<file path="src/rtl/ad7928_chan_avg.sv">
// ad7928_chan_avg: per-channel boxcar averager for a time-multiplexed ADC
// sample stream. Each of the 8 channels sums 2^LOG2_AVG samples. The
// truncated mean is then queued, tagged with its channel number, in a
// small result FIFO.
module ad7928_chan_avg #(
  parameter int DIN_WIDTH  = 8,
  parameter int LOG2_AVG   = 2,
  parameter int FIFO_DEPTH = 8
) (
  input  logic                 CLK,
  input  logic                 rst,
  input  logic [DIN_WIDTH-1:0] s_axis_tdata,
  input  logic [2:0]           s_axis_tuser,
  input  logic                 s_axis_tvalid,
  output logic                 s_axis_tready,
  input  logic [7:0]           ch_en,
  output logic [DIN_WIDTH-1:0] m_axis_tdata,
  output logic [2:0]           m_axis_tuser,
  output logic                 m_axis_tvalid,
  input  logic                 m_axis_tready,
  output logic                 ovf,
  input  logic                 ovf_clr
);

  localparam int AW = DIN_WIDTH + LOG2_AVG;
  localparam int PW = $clog2(FIFO_DEPTH);
  localparam int EW = DIN_WIDTH + 3;

  logic [AW-1:0]        r_acc [8];
  logic [EW-1:0]        r_mem [FIFO_DEPTH];
  logic [PW-1:0]        r_wr_ptr;
  logic [PW-1:0]        r_rd_ptr;
  logic [PW:0]          r_count;
  logic                 r_ovf;

  logic                 w_accept;
  logic                 w_last;
  logic                 w_push;
  logic                 w_pop;
  logic                 w_full;
  logic                 w_empty;
  logic                 w_wr;
  logic [AW-1:0]        w_sum;
  logic [DIN_WIDTH-1:0] w_result;

  // The accumulator cannot overflow: 2^L samples of at most 2^D-1 fit in D+L bits.
  assign w_accept = s_axis_tvalid & ch_en[s_axis_tuser];
  assign w_sum    = r_acc[s_axis_tuser] + AW'(s_axis_tdata);
  assign w_result = DIN_WIDTH'(w_sum >> LOG2_AVG);
  assign w_push   = w_accept & w_last;

  generate
    if (LOG2_AVG > 0) begin : g_cnt
      logic [LOG2_AVG-1:0] r_cnt [8];

      assign w_last = &r_cnt[s_axis_tuser];

      // Per-channel sample count. It wraps to zero on the sample that completes a window.
      always_ff @(posedge CLK) begin
        for (int i = 0; i < 8; i++) begin
          if (rst || !ch_en[i])
            r_cnt[i] <= '0;
          else if (w_accept && s_axis_tuser == 3'(i))
            r_cnt[i] <= r_cnt[i] + LOG2_AVG'(1);
        end
      end
    end else begin : g_no_cnt
      assign w_last = 1'b1;
    end
  endgenerate

  // Per-channel running sum. It is held at zero while the channel is
  // disabled, so any partial window is discarded.
  always_ff @(posedge CLK) begin
    for (int i = 0; i < 8; i++) begin
      if (rst || !ch_en[i])
        r_acc[i] <= '0;
      else if (w_accept && s_axis_tuser == 3'(i))
        r_acc[i] <= w_last ? '0 : w_sum;
    end
  end

  // When the FIFO is full, a push is accepted only if a pop frees a slot on the same edge.
  assign w_empty = (r_count == '0);
  assign w_full  = (r_count == (PW+1)'(FIFO_DEPTH));
  assign w_pop   = !w_empty && m_axis_tready;
  assign w_wr    = w_push && (!w_full || w_pop);

  // FIFO pointers and occupancy
  always_ff @(posedge CLK) begin
    if (rst) begin
      r_wr_ptr <= '0;
      r_rd_ptr <= '0;
      r_count  <= '0;
    end else begin
      if (w_wr)
        r_wr_ptr <= r_wr_ptr + PW'(1);
      if (w_pop)
        r_rd_ptr <= r_rd_ptr + PW'(1);
      case ({w_wr, w_pop})
        2'b10:   r_count <= r_count + (PW+1)'(1);
        2'b01:   r_count <= r_count - (PW+1)'(1);
        default: r_count <= r_count;
      endcase
    end
  end

  // FIFO storage. It has no reset, because the outputs are masked while the FIFO is empty.
  always_ff @(posedge CLK) begin
    if (w_wr)
      r_mem[r_wr_ptr] <= {s_axis_tuser, w_result};
  end

  // Sticky drop flag. A clear wins over a same-cycle drop.
  always_ff @(posedge CLK) begin
    if (rst || ovf_clr)
      r_ovf <= 1'b0;
    else if (w_push && w_full && !w_pop)
      r_ovf <= 1'b1;
  end

  assign s_axis_tready = 1'b1;
  assign m_axis_tvalid = !w_empty;
  assign {m_axis_tuser, m_axis_tdata} = w_empty ? '0 : r_mem[r_rd_ptr];
  assign ovf = r_ovf;

endmodule

</file>
<file path="config.mk">
export PLATFORM = sky130hd
export DESIGN_NAME = ad7928_chan_avg
export DESIGN_NICKNAME = d
export VERILOG_FILES = /design/src/rtl/ad7928_chan_avg.sv
export SDC_FILE = /design/constraint.sdc
export NUM_CORES = 1
export LEC_CHECK = 0
export CAP_MARGIN = 20
export CORE_UTILIZATION = 50
export CTS_CLUSTER_SIZE = 10
export DETAILED_ROUTE_END_ITERATION = 7
export HOLD_SLACK_MARGIN = 0.05
export PLACE_DENSITY = 0.68
export SKIP_LAST_GASP = 1
export SLEW_MARGIN = 20
export SYNTH_ARGS = -nofsm -noshare
export SYNTH_HDL_FRONTEND = slang
export SYNTH_SLANG_ARGS = --single-unit
</file>
<file path="constraint.sdc">
create_clock -name CLK -period 9 [get_ports CLK]
set_input_delay 0.9 -clock CLK [delete_from_list [all_inputs] [get_ports CLK]]
set_output_delay 0.9 -clock CLK [all_outputs]
set_load 0.02 [all_outputs]
</file>
; ---- After elaboration in Yosys (flattened, before gate mapping)
; Memory sizes are Yosys's and may differ from the RTL's. A register that Yosys moved wholly into a read port is not among the register bits.
; Cells that the tools add are included.
[word_totals]
ff_bits = 11
out_inout_bits = 14
word_cells = 151
mem_count = 3
ram_bits = 184
latch_bits = 0
input_bits = 24
rom_bits = 0
[mem_list]
columns = memory, words, word_bits, read_ports, rd_clocked_by_memory_dff, wr, line_no
row1 = r_mem, 8, 11, 1, 1, 1, 30  ; logic [EW-1:0] r_mem [FIFO_DEPTH];
row2 = r_acc, 8, 10, 1, 0, 8, 29  ; logic [AW-1:0] r_acc [8];
row3 = g_cnt.r_cnt, 8, 2, 9, 0, 8, 54  ; logic [LOG2_AVG-1:0] r_cnt [8];
[op_classes]
order_cmp = 1
div = 0
bitwise = 18
reduce_logical = 37
shift = 0
n_eq_ne = 10
muxes = 65
n_mul = 0
add_sub_neg = 13
[op_table]
columns = op, count
row1 = two-way mux 10 bit, 9
row2 = two-way mux 1 bit, 43
row3 = adder 2 x 1 -> 2 bit (second input constant), 8
row4 = two-way mux 2 bit, 8
row5 = bitwise OR 1 bit, 16
row6 = equality test 3 bit (second input constant), 4
row7 = logical AND 1 bit, 12
row8 = logical NOT 1 bit, 11
row9 = two-way mux 11 bit, 1
row10 = adder 10 x 8 -> 10 bit, 1
row11 = logical OR 1 bit, 10
row12 = case mux 4 bit (2 select lines), 1
row13 = adder 3 x 1 -> 3 bit (second input constant), 2
row14 = equality test 3 x 2 -> 1 bit (second input constant), 2
row15 = two-way mux 3 bit, 2
row16 = adder 4 x 1 -> 4 bit (second input constant), 1
row17 = equality test 4 bit (second input constant), 1
row18 = logical NOT 4 bit, 1
row19 = less-than comparator 3 x 4 -> 1 bit (second input constant), 1
row20 = subtractor 4 x 1 -> 4 bit (second input constant), 1
row21 = binary-select mux 1 bit (select 3 bit), 1
row22 = equality test 3 x 1 -> 1 bit (second input constant), 1
row23 = logical NOT 3 bit, 1
row24 = bitwise AND 1 bit, 2
row25 = 4 further kinds, 4

; ---- Depth between registers and ports, before layout
; Gate-level depths: netlist of run 1.
[logic_depth]
ltp_word = 8
ltp_mapped = 14
depth_no_buf = 11

; ---- Least setup slack after synthesis of run 1
; No wires, ideal clock.
[synth_timing]
path_type = input -> register
from = input s_axis_tuser[0]
to = memory r_mem[0][6] (netlist name), data pin
cell_stages = 14
path_slack_ns = 4.756
arrival_ns = 3.953
n_path_buf = 3
setup_time_ns = 0.291
t_required_ns = 8.709
path_cell_list = buf_6 -> buf_6 -> clkbuf_1 -> mux4_2 -> mux2_2 -> ha_1 -> inv_1 -> fa_1 -> nor2b_1 -> o21ai_0 -> a21oi_1 -> o41a_1 -> xnor2_2 -> inv_1
[synth_between]
elab_chain_len = 2
[synth_rtl]
columns = item, line_no
row1 = from (decl), 13  ; input logic [2:0] s_axis_tuser,
row2 = memory read (8 x 10 bit), -
row3 = adder 10 x 8 -> 10 bit, 48  ; assign w_sum = r_acc[s_axis_tuser] + AW'(s_axis_tdata);
row4 = via w_sum[8], 43  ; logic [AW-1:0] w_sum;
row5 = to (decl), 30
; The timed path passes the listed nets, and every way through them passes these cells.

; ---- Worst setup path in the final report of run 1
[layout_timing]
from = input s_axis_tuser[1]
to = memory r_mem[4][7] (netlist name), data pin
; The elaborated chain is that of the path after synthesis.

==> impl_metrics.yaml, run 1 <==
synthesis:
  synth_compound_area_share_pct: 3.87
  syn_area_per_cell_sq_um: 15.2
  seq_area_frac_synth_pct: 64.2
  synth_ff_type: "edfxtp_1"
  synth.mux.area_fraction_pct: 14.9
  async_flop_share_pct: 0
  synth_top_family_by_area: "multiplexers"
  netlist_area_sq_um: 9040
  synth_xor_area_share_pct: 1.92
  synth-simple-area-share_pct: 10.6
  ys_ff_latch: 198
  yosys_warnings: 0
  synth_fa_ha_area_share_pct: 2.10
  synthCells: 593
  syn_nets: 631
  synth-edff-count: 184
  yosysUniqueCellTypes: 61
final_layout:
  drive_gt1_share_pct: 20.6
  area_growth_pct: 13.7
  final_nets: 671
  diodes: 0
clock_tree:
  cts_made_buffers: 17
  cts_tree: "built"
  clk_latency_ps: 440
  cts.sinks: 198
  cts_root_buffer: "clkbuf_16"
  cts_max_path_buffers: 2
  ctsResizeCount: 0
  holdBufCountCts: 0
  cts_setup_buffers: 0
  cts.htree.levels: 4
  clk_pin_slew_ps: 70
setup_path:
  cp-startpoint: "s_axis_tuser[1]"
  ff2ff_path_depth: 10
  critPathKind: "input pin to flip-flop"
  crit_family: "buffers and inverters"
  critPathBufInv: 3
  cp_num_cells: 12
  r2r-start: "r_acc[3][1]"
  cp_max_fo: 39
  worstPathRequired_ps: 9170
  r2r-end: "r_mem[4][7]"
  r2r_slack_ps: 5640
  cp_cell_sequence: "clkdlybuf4s50_1 -> buf_4 -> mux4_2 -> mux2i_1 -> inv_1 -> ha_1 -> a21o_1 -> a21oi_1 -> nor3_1 -> o21ai_0 -> a21boi_2 -> xor2_1"
  crit_path_end_kind: "flip-flop"
  slowest_delay_ps: 500
  worstPathArrival_ps: 4420
  critPathSlowestCell: "a21boi_2"
  cp-start-kind: "input pin"
sta:
  worstMarginPinSlew_ps: 1030
  period_needed_ps: 4250
  fmax_ghz: 0.235
  rsz0062_at_grt: "no"
  maxSlewViolCount: 0
  period_share_pct: 47.3
  fin_tns_setup_ps: 0
  skew_ps: 15.8
  slew-limit-headroom_pct: 31.0
  setup_viol: 0
  hold_slack_ps: 482
  finalHoldViolCount: 0
floorplanning:
  row_count: 48
  die_area_sq_um: 18600
  core-area_sq_um: 17500
  ios: 38
  die_w_um: 136
  fp.dieH_um: 136
  start_util_pct: 51.7
grt:
  grt_max_degree: 42
  grt_antenna_before_repair: 0
  grt_overflow: 0
  first_global_vias: 5184
  grt_pass1_wl_mm: 29.9
  grt_use_total_pct: 22.9
job:
  drv_cap: 0
detailed_routing:
  wire_per_inst_um: 22.3
  vias_per_cell: 5.92
  first_pass_iters: 5
  dr.first_iter.drc_count: 404
  routed_wl_mm: 19.4
  drc: 0
  vias: 5153
  drtAntennaViolNets: 0
power_and_ir_drop:
  p_clk_share_pct: 32.5
  switchingPower_mw: 0.644
  p_leak_nw: 3.57
  internal-power_mw: 1.66
  sw_frac_of_total_pct: 27.9
  p_seq_share_pct: 46.6
  power_mw: 2.31
  comb_power_share_pct: 20.9
  p_per_area_nw_per_um2: 224
  vdd_ir_drop_max_uv: 157
place:
  io_buffers: 36
  dp_hpwl_mm: 12.3
  gp_congestion: 0.792
hold_path:
  holdPathStages: 2
  hold_path.startpoint: "r_rd_ptr[1]"
  hold_path.class: "flip-flop to flip-flop"
status:
  outcome: "finished clean"
flip-flops by register name (all words and copies together), names as in the netlist, named ones only:
register / flops
g_cnt.r_cnt: 16
ovf: 1
r_acc: 80
r_count: 4
r_mem: 88
r_rd_ptr: 3
r_wr_ptr: 3
metal layers:
layer / share of wire, % / vias up / wire [um] / GRT usage, %
met5: 0 / - / 0 / 0
met4: 2.4 / 0 / 472 / 8.70
met3: 3.4 / 29 / 666 / 4.18
met2: 51 / 116 / 9920 / 38.9
met1: 43 / 2666 / 8330 / 29.3
li1: - / 2342 / - / -
placed cells by master, fill, tap and decap left out, types with 2 or more instances in the layout:
cell type        synthesis  layout
a21o_1                   6       6
a21oi_1                 10      10
and2_1                   2       2
and3b_1                  2       2
buf_4                    2      16
clkbuf_16                0      17
clkdlybuf4s50_1          0      35
clkinvlp_4               0       4
dfxtp_1                 14      13
edfxtp_1               184     184
fa_1                     2       2
ha_1                    12      12
inv_1                   12      12
inv_6                    0       5
mux2_1                   2       2
mux2_2                  16      16
mux2i_1                 15      15
mux4_2                  44      44
nand2_1                 19      19
nand2b_1                 5       5
nand3_1                  7       7
nand3b_1                 2       2
nand4_1                  5       5
nor2_1                 110     110
nor2b_1                  7       7
nor3_1                  22      22
nor4_4                   1       2
nor4b_4                  0       2
o211ai_1                 5       5
o21ai_0                  7       6
or3_1                    2       2
xnor2_1                 13      13
xor2_1                   5       5
worst max-delay path by stage:
stage	to	slack (ps)
finish	r_mem[4][7]	4750
global placement	r_mem[0][6]	4460
floorplan	r_mem[0][6]	4760
detailed placement	r_mem[1][6]	4320
global route	r_acc[3][4]	4480
CTS	r_mem[0][7]	4750
metrics by stage:
step | area (sq um) | std cells | worst slack [ps] | util, %
2_1_floorplan | 9040 | 593 | 4760 | -
4_1_cts | 10300 | 871 | 4750 | 58.8
5_1_grt | 10300 | 871 | 4480 | 58.8
6_report | 10300 | 871 | 4750 | 58.8
3_5_place_dp | 9690 | 839 | 4320 | 55.5
3_3_place_gp | 9690 | 839 | 4460 | 55.5
synth_stat cells, types with 5 or more instances:
cell type / count / share of area, %
clkbuf_1: 17 / 0.71
nand2_1: 19 / 0.79
a21oi_1: 10 / 0.55
buf_6: 5 / 0.62
nor3_1: 22 / 1.2
dfxtp_1: 14 / 3.1
mux2_2: 16 / 2.0
a21o_1: 6 / 0.50
ha_1: 12 / 1.7
xnor2_1: 13 / 1.3
nand3_1: 7 / 0.39
nor2b_1: 7 / 0.48
o211ai_1: 5 / 0.42
nand4_1: 5 / 0.35
mux2i_1: 15 / 1.7
mux4_2: 44 / 11
nor2_1: 110 / 4.6
edfxtp_1: 184 / 61
inv_1: 12 / 0.50
buf_2: 5 / 0.28
xor2_1: 5 / 0.48
o21ai_0: 7 / 0.39
nand2b_1: 5 / 0.35
cells by family (layout without fill, tap and decap cells):
kind of cell,after synthesis,count (layout)
simple gates,199,199
flops,198,198
mux,77,77
buf+inv,44,97
compound gates,41,41
xor+xnor,19,19
fa+ha+maj,14,14
other cells,1,1
power by group through the flow:
stage          combinational (mW)  clock [mW]  sequential, mW
5_1_grt                     0.527       0.790            1.08
3_5_place_dp                0.488           0            1.10
3_3_place_gp                0.477           0            1.09
6_report                    0.482       0.749            1.08
2_1_floorplan               0.325           0            1.09
4_1_cts                     0.489       0.757            1.08
worst reg2reg max path: stages (launching register included):
cell and delay (ps):
edfxtp_1 370, mux4_2 480, mux2i_1 230, inv_1 70, ha_1 280, a21o_1 110
a21oi_1 110, nor3_1 240, o21ai_0 200, a21boi_2 500, xor2_1 500
final cells by class:
type	instances	area, sq um
fillers	1361	7190
flip-flops and latches	198	5810
multi-input cells	351	3090
repair buffers	52	475
clock buffers	19	443
well taps	225	282
clock inverters	13	140
inverters	13	48.8
No activity file was read; power rests on OpenSTA's default activity.
==> run 2: changes to the inputs <==
PLACE_DENSITY = 0.7   (was 0.68)
clock period = 3.73 ns   (was 9 ns; I/O delays follow)
==> run 2 against run 1 <==
Net effect: via count increased by 2.9%; clock-buffer cell count down 1; first-iteration DRC count shrank 8.2%; critical path type unchanged; critical endpoint is now r_acc[6][5]; largest power group unchanged.
==> impl_metrics.yaml, run 2 (synthesis results as in run 1) <==
clock_tree:
  clk_pin_slew_ps: 70
  ctsResizeCount: 0
  cts.htree.levels: 4
  holdBufCountCts: 0
  clk_latency_ps: 440
  cts_setup_buffers: 0
  cts_made_buffers: 17
  cts.sinks: 198
  cts_root_buffer: "clkbuf_16"
  cts_tree: "built"
  cts_max_path_buffers: 2
hold_path:
  holdPathStages: 2
  hold_end: "ovf"
  hold_path.class: "input pin to flip-flop"
  hold_path.startpoint: "ovf_clr"
grt:
  grt_use_met1_pct: 28.0
  met2_usage_pct: 40.1
  grt_overflow: 0
  grt_antenna_before_repair: 0
  grt_use_total_pct: 22.8
  grt_pass1_wl_mm: 30.3
  globalRouteMet3Util_pct: 3.91
  busiest_layer: "met2"
  grt_max_degree: 32
  first_global_vias: 5473
setup_path:
  cp_cell_sequence: "buf_2 -> buf_4 -> mux4_2 -> mux2_2 -> ha_1 -> a21o_1 -> a21oi_1 -> buf_4 -> o21bai_1 -> a21oi_1 -> xor2_1 -> buf_4 -> nor3_1"
  worstPathRequired_ps: 3890
  r2r_slack_ps: 520
  r2r-end: "r_acc[6][9]"
  critPathKind: "input pin to flip-flop"
  cp_common_cell: "buf_4"
  cp-start-kind: "input pin"
  slowest_delay_ps: 500
  ff2ff_path_depth: 12
  r2r-start: "r_acc[7][1]"
  worstPathArrival_ps: 3560
  critPathSlowestCell: "mux4_2"
  cp_max_fo: 15
  crit_path_end_kind: "flip-flop"
detailed_routing:
  first_pass_iters: 6
  vias: 5302
  wire_per_inst_um: 21.9
  dr.first_iter.drc_count: 371
  routed_wl_mm: 19.8
  drc: 0
  vias_per_cell: 5.88
  drtAntennaViolNets: 0
floorplanning:
  die_area_sq_um: 18600
  start_util_pct: 51.7
  row_count: 48
  fp.dieH_um: 136
  ios: 38
  die_w_um: 136
  core-area_sq_um: 17500
power_and_ir_drop:
  p_leak_nw: 3.72
  vdd_ir_drop_max_uv: 481
  p_per_area_nw_per_um2: 532
final_layout:
  final_nets: 701
  layout_common_cells: "184 x edfxtp_1, 110 x nor2_1, 44 x mux4_2, 44 x buf_4, 35 x clkdlybuf4s50_1"
  layout_commonest_cell: "edfxtp_1"
  drive_gt1_share_pct: 24.0
  diodes: 0
  regArea_sq_um: 5810
  area_growth_pct: 15.7
  nFillCells: 1321
  final_cells: 901
  multi_input_area_sq_um: 3050
  largest_register: "r_mem"
  fin_util_pct: 59.9
  top_regs: "r_mem: 88 flops, r_acc: 80 flops, g_cnt.r_cnt: 16 flops"
  largest_reg_flops: 88
sta:
  setup_viol: 0
  period_needed_ps: 3400
  skew_ps: 11.5
  period_share_pct: 91.1
  fmax_ghz: 0.294
  maxSlewViolCount: 0
  rsz0062_at_grt: "no"
  slew-limit-headroom_pct: 47.5
  finalHoldViolCount: 0
  worstMarginPinSlew_ps: 781
place:
  gp_congestion: 0.858
  dp_cells: 869
  dp_hpwl_mm: 13.0
  io_buffers: 36
status:
  outcome: "finished clean"
job:
  drv_cap: 0
==> run 2: cell types whose count changed in the layout (fill, tap and decap cells not counted), sizes merged <==
cell      before  now
clkinv         2    1
clkinvlp       4    1
bufinv         1    0
clkbuf        19   18
inv           19   25
buf           17   47
==> run 2: how the worst max path moves through the flow <==
stage / start / slack, ps / end
2_1_floorplan: s_axis_tuser[0] / 10 / r_mem[0][6]
3_3_place_gp: s_axis_tuser[0] / -60 / r_acc[4][5]
3_5_place_dp: s_axis_tuser[0] / -100 / r_acc[4][8]
4_1_cts: s_axis_tuser[0] / 360 / r_acc[4][8]
5_1_grt: s_axis_tuser[0] / 110 / r_acc[0][8]
6_report: s_axis_tuser[0] / 330 / r_acc[6][5]
==> run 2: layout make-up <==
cell class                      count  area share (%)
Clock buffer                       18            4.10
Tap cell                          225            2.69
Sequential cell                   198            55.5
Inverter                           13           0.466
Clock inverter                     14            1.22
Multi-Input combinational cell    351            29.1
Timing Repair Buffer               82            6.93
==> run 2: critical path, delay by kind of cell <==
kind | cells | cell delay (ps)
adders and majority gates | 1 | 190
buffers and inverters | 4 | 1100
muxes | 2 | 780
AOI/OAI and AO/OA | 4 | 660
and+or+nand+nor | 1 | 60
xor gates and xnor gates | 1 | 370
==> run 2: power by group <==
part	internal (mW)	switching, mW
clock network	0.888	0.865
registers	2.54	0.0457
logic	0.550	0.677
==> run 2: metal layers <==
layer | up-vias | part of all wire, %
met5 | - | 0
met1 | 2701 | 40
met3 | 33 | 4.4
met2 | 172 | 54
li1 | 2396 | -
met4 | 0 | 1.9
==> run 2: stage by stage <==
stage          area (sq um)  total power [mW]  TNS (ps)  hold slack (ps)  worst slack (ps)
6_report              10500              5.57         0              476               332
5_1_grt               10500              5.77         0              468               112
4_1_cts               10500              5.60         0              463               358
3_5_place_dp           9910              3.87     -2370              480             -96.2
3_3_place_gp           9910              3.83      -473              471             -61.8
2_1_floorplan          9040              3.41         0              452              13.2
